`config.mk`:
```
export PLATFORM = sky130hd
export DESIGN_NAME = ula_sequencial
export DESIGN_NICKNAME = d
export VERILOG_FILES = /design/src/rtl/ula_sequencial.sv
export SDC_FILE = /design/constraint.sdc
export NUM_CORES = 1
export LEC_CHECK = 0
export CAP_MARGIN = 20
export CORE_UTILIZATION = 25
export DETAILED_ROUTE_END_ITERATION = 16
export GPL_TIMING_DRIVEN = 0
export PLACE_DENSITY = 0.49
export SLEW_MARGIN = 40
export SYNTH_ARGS = -nofsm -noshare
export SYNTH_HDL_FRONTEND = slang
export SYNTH_SLANG_ARGS = --single-unit
export TNS_END_PERCENT = 50
```
`constraint.sdc`:
```
create_clock -name clk -period 2.4 [get_ports clk]
set_clock_uncertainty 0.15 [all_clocks]
set_input_delay 0.48 -clock clk [delete_from_list [all_inputs] [get_ports clk]]
set_output_delay 0.48 -clock clk [all_outputs]
set_load 0.005 [all_outputs]
```
`src/rtl/ula_sequencial.sv`:
```
// Sequential ALU: add/sub/logic in one cycle, shift-add multiply and restoring divide over WIDTH cycles.
// Latency: 1 cycle for single-cycle ops, WIDTH+1 cycles for mult/div (b!=0) from start to end of done.
// Backpressure: start is taken only while busy=0; a start seen during busy is dropped, never queued.
module ula_sequencial #(
    parameter int WIDTH = 4
) (
    input  logic               clk,
    input  logic               rst_n,
    input  logic               start,
    input  logic [2:0]         op,
    input  logic [WIDTH-1:0]   a,
    input  logic [WIDTH-1:0]   b,
    input  logic               cin,
    output logic [2*WIDTH-1:0] resultado,
    output logic               busy,
    output logic               done,
    output logic               flag_zero,
    output logic               flag_cout,
    output logic               flag_ov,
    output logic               flag_neg,
    output logic               flag_erro
);

    localparam int RW = 2 * WIDTH;
    localparam int CW = (WIDTH > 2) ? $clog2(WIDTH) : 1;

    localparam logic [2:0] OP_ADD = 3'b000;
    localparam logic [2:0] OP_SUB = 3'b001;
    localparam logic [2:0] OP_AND = 3'b010;
    localparam logic [2:0] OP_OR  = 3'b011;
    localparam logic [2:0] OP_MUL = 3'b100;
    localparam logic [2:0] OP_XOR = 3'b101;
    localparam logic [2:0] OP_DIV = 3'b110;

    typedef enum logic {
        IDLE = 1'b0,
        RUN  = 1'b1
    } state_t;

    state_t state, state_nxt;

    logic          accept;
    logic          iter_op;
    logic          last_iter;
    logic [CW-1:0] cnt;
    logic          run_div;

    // Iterative engine state: multiplier path and divider path kept separate for readability.
    logic [RW-1:0]    mcand;
    logic [WIDTH-1:0] mplier;
    logic [RW-1:0]    prod;
    logic [RW-1:0]    prod_nxt;
    logic [WIDTH-1:0] quo;
    logic [WIDTH-1:0] quo_nxt;
    logic [WIDTH-1:0] rem;
    logic [WIDTH-1:0] rem_nxt;
    logic [WIDTH-1:0] divisor;
    logic [WIDTH:0]   shifted;
    logic [WIDTH:0]   trial;
    logic [RW-1:0]    iter_res;

    // Single-cycle results
    logic [WIDTH:0]   sum;
    logic [WIDTH:0]   diff;
    logic [RW-1:0]    sc_res;
    logic             sc_cout;
    logic             sc_ov;
    logic             sc_neg;
    logic             sc_erro;

    assign accept    = start && (state == IDLE);
    assign iter_op   = (op == OP_MUL) || ((op == OP_DIV) && (b != '0));
    assign last_iter = (state == RUN) && (cnt == CW'(WIDTH - 1));

    // ---------------- FSM ----------------
    always_ff @(posedge clk or negedge rst_n) begin
        if (!rst_n) begin
            state <= IDLE;
        end else begin
            state <= state_nxt;
        end
    end

    always_comb begin
        state_nxt = state;
        case (state)
            IDLE:    if (accept && iter_op) state_nxt = RUN;
            RUN:     if (last_iter)         state_nxt = IDLE;
            default: state_nxt = IDLE;
        endcase
    end

    always_comb begin
        busy = (state == RUN);
    end

    // ---------------- single-cycle datapath ----------------
    always_comb begin
        sum     = {1'b0, a} + {1'b0, b} + {{WIDTH{1'b0}}, cin};
        diff    = {1'b0, a} - {1'b0, b};
        sc_res  = '0;
        sc_cout = 1'b0;
        sc_ov   = 1'b0;
        sc_neg  = 1'b0;
        sc_erro = 1'b0;
        case (op)
            OP_ADD: begin
                sc_res  = {{(WIDTH-1){1'b0}}, sum};
                sc_cout = sum[WIDTH];
                sc_ov   = (a[WIDTH-1] == b[WIDTH-1]) && (sum[WIDTH-1] != a[WIDTH-1]);
            end
            OP_SUB: begin
                sc_res = {{WIDTH{1'b0}}, diff[WIDTH-1:0]};
                sc_ov  = (a[WIDTH-1] != b[WIDTH-1]) && (diff[WIDTH-1] != a[WIDTH-1]);
                sc_neg = diff[WIDTH];
            end
            OP_AND: sc_res = {{WIDTH{1'b0}}, a & b};
            OP_OR:  sc_res = {{WIDTH{1'b0}}, a | b};
            OP_XOR: sc_res = {{WIDTH{1'b0}}, a ^ b};
            // Only reachable here with b==0: remainder=a, quotient saturates to all ones.
            OP_DIV: begin
                sc_res  = {a, {WIDTH{1'b1}}};
                sc_erro = 1'b1;
            end
            default: begin
                sc_res  = '0;
                sc_erro = 1'b1;
            end
        endcase
    end

    // ---------------- iterative datapath ----------------
    always_comb begin
        prod_nxt = mplier[0] ? (prod + mcand) : prod;
        shifted  = {rem, quo[WIDTH-1]};
        trial    = shifted - {1'b0, divisor};
        // Non-negative trial means the divisor fits: keep the difference and emit a 1.
        if (!trial[WIDTH]) begin
            rem_nxt = trial[WIDTH-1:0];
            quo_nxt = {quo[WIDTH-2:0], 1'b1};
        end else begin
            rem_nxt = shifted[WIDTH-1:0];
            quo_nxt = {quo[WIDTH-2:0], 1'b0};
        end
        iter_res = run_div ? {rem_nxt, quo_nxt} : prod_nxt;
    end

    always_ff @(posedge clk or negedge rst_n) begin
        if (!rst_n) begin
            resultado <= '0;
            done      <= 1'b0;
            flag_zero <= 1'b0;
            flag_cout <= 1'b0;
            flag_ov   <= 1'b0;
            flag_neg  <= 1'b0;
            flag_erro <= 1'b0;
            cnt       <= '0;
            run_div   <= 1'b0;
            mcand     <= '0;
            mplier    <= '0;
            prod      <= '0;
            quo       <= '0;
            rem       <= '0;
            divisor   <= '0;
        end else begin
            done <= 1'b0;
            if (accept) begin
                mcand   <= {{WIDTH{1'b0}}, a};
                mplier  <= b;
                prod    <= '0;
                quo     <= a;
                rem     <= '0;
                divisor <= b;
                cnt     <= '0;
                run_div <= (op == OP_DIV);
                if (!iter_op) begin
                    resultado <= sc_res;
                    flag_zero <= (sc_res == '0);
                    flag_cout <= sc_cout;
                    flag_ov   <= sc_ov;
                    flag_neg  <= sc_neg;
                    flag_erro <= sc_erro;
                    done      <= 1'b1;
                end
            end else if (state == RUN) begin
                prod   <= prod_nxt;
                mcand  <= {mcand[RW-2:0], 1'b0};
                mplier <= {1'b0, mplier[WIDTH-1:1]};
                rem    <= rem_nxt;
                quo    <= quo_nxt;
                cnt    <= cnt + CW'(1);
                if (last_iter) begin
                    resultado <= iter_res;
                    flag_zero <= (iter_res == '0);
                    flag_cout <= 1'b0;
                    flag_ov   <= 1'b0;
                    flag_neg  <= 1'b0;
                    flag_erro <= 1'b0;
                    done      <= 1'b1;
                end
            end
        end
    end

endmodule

```
==> metrics.yaml, run 1 <==
outcome: "finished with violations"
violations: "negative setup slack"
dieWidth_um: 122
clock_sinks: 50
relSlewSlack_pct: 52.8
path_max_fanout: 3
synthAdderAreaFrac_pct: 11.2
cp-startpoint: "mcand[0]"
multiInputGateArea_sq_mm: 0.00224
fin_ws_ps: -191
grt_pass1_wl_mm: 16.6
yosysMostFrequentCell: "dfrtp_1"
ir_drop_mv: 0.363
synth_edf_count: 0
netlist_area_sq_mm: 0.00358
cts_max_path_buffers: 2
fin_cells: 615
synth_top_area_cell: "dfrtp_1"
die_area_sq_mm: 0.0148
rsz0062_at_grt: "true"
hold_start: "resultado[0]"
hold_ws_ps: 331
grt_pass1_vias: 3150
cp_data_arrival_time_ps: 2690
ys_dominant_reg_cell: "dfrtp_1"
yosys_warnings: 0
wl_per_cell_um: 16.5
finalHoldViolCount: 0
clock_latency_ps: 300
cts_made_buffers: 5
min_path_type: "reg -> reg"
end_kind: "register"
tightest_slew_ps: 708
dpl.hpwl_mm: 7.52
syn_inst: 389
yosysUniqueCellTypes: 68
synthesis.nets: 433
avgSynthCellArea_sq_um: 9.21
ant_nets: 0
p_leak_nw: 1.97
synth_top_family_by_area: "compound AO/OA/AOI/OAI gates"
drv_slew: 0
post-route-min-period_ps: 2590
powerDensity_mw_per_mm2: 1150
yosys.area_share.simple_pct: 16.0
n_antenna_cell: 0
post_drt_via_cell_ratio: 5.07
maxCapViolCount: 0
drtIter0Drc: 150
drive_gt1_share_pct: 18.6
synth_common_cells: "50 x dfrtp_1, 36 x nand2_1, 29 x o21ai_0"
drc_errors: 0
row_count: 43
critical_path_class: "reg -> reg"
required_ps: 2490
yosys.area.top_type_share_pct: 34.9
fin_crit_sh_pct: 108
grt_max_degree: 42
grt-ovfl-total: 0
max_freq_mhz: 386
r2r_start: "mcand[0]"
core_region_area_sq_mm: 0.0139
start_kind: "register"
io_buffers: 27
cts_tree: "done"
ys_seq_area_share_pct: 34.9
synthXorXnorAreaFrac_pct: 1.47
numPlacedInstances: 597
fin_nets: 478
synth.area.mux_share_pct: 6.39
routed_wl_mm: 10.2
syn_to_final_growth_pct: 25.0
async_reset_ff_share_pct: 100
fillers: 1441
antenna_found_initial: 0
ys_ff_latch: 50
die_h_um: 122
grt_util_all_layers_pct: 14.6
place.gp.congestion: 0.830
ios: 30
route.vias.total: 3121
clk_pin_slew_worst_paths_ps: 70
h-tree-depth: 2
dr.pass1.iters: 4
yosys-top-cells-area: "dfrtp_1 35%, ha_1 8.4%, mux2i_1 5.0%"
finalSetupViolCount: 4
cts-root-buf: "clkbuf_16"
regArea_sq_mm: 0.00125
start_util_pct: 25.7
synth_compound_area_share_pct: 24.1
[stage by stage]
stage	instance area, sq um	worst slack [ps]	total power [mW]	utilization [%]	setup TNS, ps
after floorplan	3580	8.10	3.17	-	0
after global placement	4080	-944	3.96	29.3	-52790
after detailed placement	4100	-854	4.01	29.5	-5660
after CTS	4380	-146	4.96	31.4	-409
after global routing	4480	-285	5.54	32.1	-1050
final	4480	-191	5.13	32.1	-471
[cell families (layout without fill, tap and decap cells)]
kind of cell,Yosys count,after routing
AOI/OAI and AO/OA,122,122
xor gates and xnor gates,6,6
adders and majority gates,29,29
buffers and inverters,49,95
DFF,50,50
muxes,22,22
and+or+nand+nor,111,111
[final cells by class]
cell class	count	share of cell area, %
well taps	180	5.03
clock buffers	6	2.88
clock inverters	2	0.838
repair buffers	38	8.24
multi-input cells	290	50.0
inverters	29	2.43
plain buffers	20	2.63
flip-flops and latches	50	27.9
[worst paths after layout]
path	end	slack, ps	depth (start not counted)
min reg2reg	resultado[0]	330	1
min in group asynchronous	mcand[4]	410	2
max	resultado[4]	-190	8
min	resultado[0]	330	1
max reg2reg	resultado[4]	-190	8
max in group asynchronous	resultado[2]	1250	3
[critical path: stages (launching register included)]
cell     delay [ps]
dfrtp_1         410
ha_2            220
fa_2            380
a21o_1          180
a211o_1         310
and4_4          190
a311o_1         360
mux2i_1         180
mux2_4          170
[power by group]
group / leakage, nW / switching [mW] / internal (mW)
sequential: 0.646 / 0.267 / 1.18
combinational: 1.25 / 1.55 / 1.31
clock: 0.0771 / 0.332 / 0.493
total: 1.97 / 2.15 / 2.98
[what timing repair did]
action / in CTS / in global routing
endpoints found under the setup margin: 10 / 14
hold buffers: 1 / 0
resized for setup: 31 / 22
setup buffers: 4 / 5
pin swaps: 1 / 7
endpoints found under the hold margin: 9 / 0
[layer usage]
metal / vias to the layer above / routed length [um] / global-route usage [%]
met1: 1551 / 4760 / 19.4
met2: 56 / 4960 / 24.2
met5: - / 0 / 0
met4: 0 / 201 / 5.56
met3: 9 / 245 / 1.83
li1: 1505 / - / -
[registers in the layout, indices dropped and copies added, names as in the netlist]
signal	cells
quo	4
rem	4
flag_erro	1
busy	1
divisor	4
mplier	4
done	1
flag_ov	1
flag_zero	1
mcand	8
resultado	8
prod	8
flag_cout	1
flag_neg	1
run_div	1
cnt	2
[cells in the final DEF (no fill, tap or decap), drive strengths merged, types with 14 or more instances in the layout]
cell type / Yosys / routed
dfrtp: 50 / 50
nand2: 36 / 36
o21ai: 29 / 29
inv: 28 / 28
ha: 24 / 24
buf: 13 / 24
clkdlybuf4s50: 0 / 19
nor2: 19 / 19
mux2i: 18 / 18
a21oi: 17 / 17
clkbuf: 7 / 14
No activity file was read; power rests on OpenSTA's default activity.
==> inputs of run 2 (changes only) <==
--- a/config.mk
+++ b/config.mk
@@ -7,6 +7,7 @@
 export LEC_CHECK = 0
 export CAP_MARGIN = 20
 export CORE_UTILIZATION = 25
+export CTS_CLUSTER_DIAMETER = 50
 export DETAILED_ROUTE_END_ITERATION = 16
 export GPL_TIMING_DRIVEN = 0
 export PLACE_DENSITY = 0.49
==> results of run 2 <==
Final layout, timing and power as in run 1 (identical DEF).
==> inputs of run 3 (changes only) <==
--- a/config.mk
+++ b/config.mk
@@ -9,7 +9,9 @@
 export CORE_UTILIZATION = 25
 export CTS_CLUSTER_DIAMETER = 50
 export DETAILED_ROUTE_END_ITERATION = 16
+export GPL_ROUTABILITY_DRIVEN = 0
 export GPL_TIMING_DRIVEN = 0
+export HOLD_SLACK_MARGIN = 0.15
 export PLACE_DENSITY = 0.49
 export SLEW_MARGIN = 40
 export SYNTH_ARGS = -nofsm -noshare
==> results of run 3 <==
Final layout, timing and power as in run 1 (identical DEF).
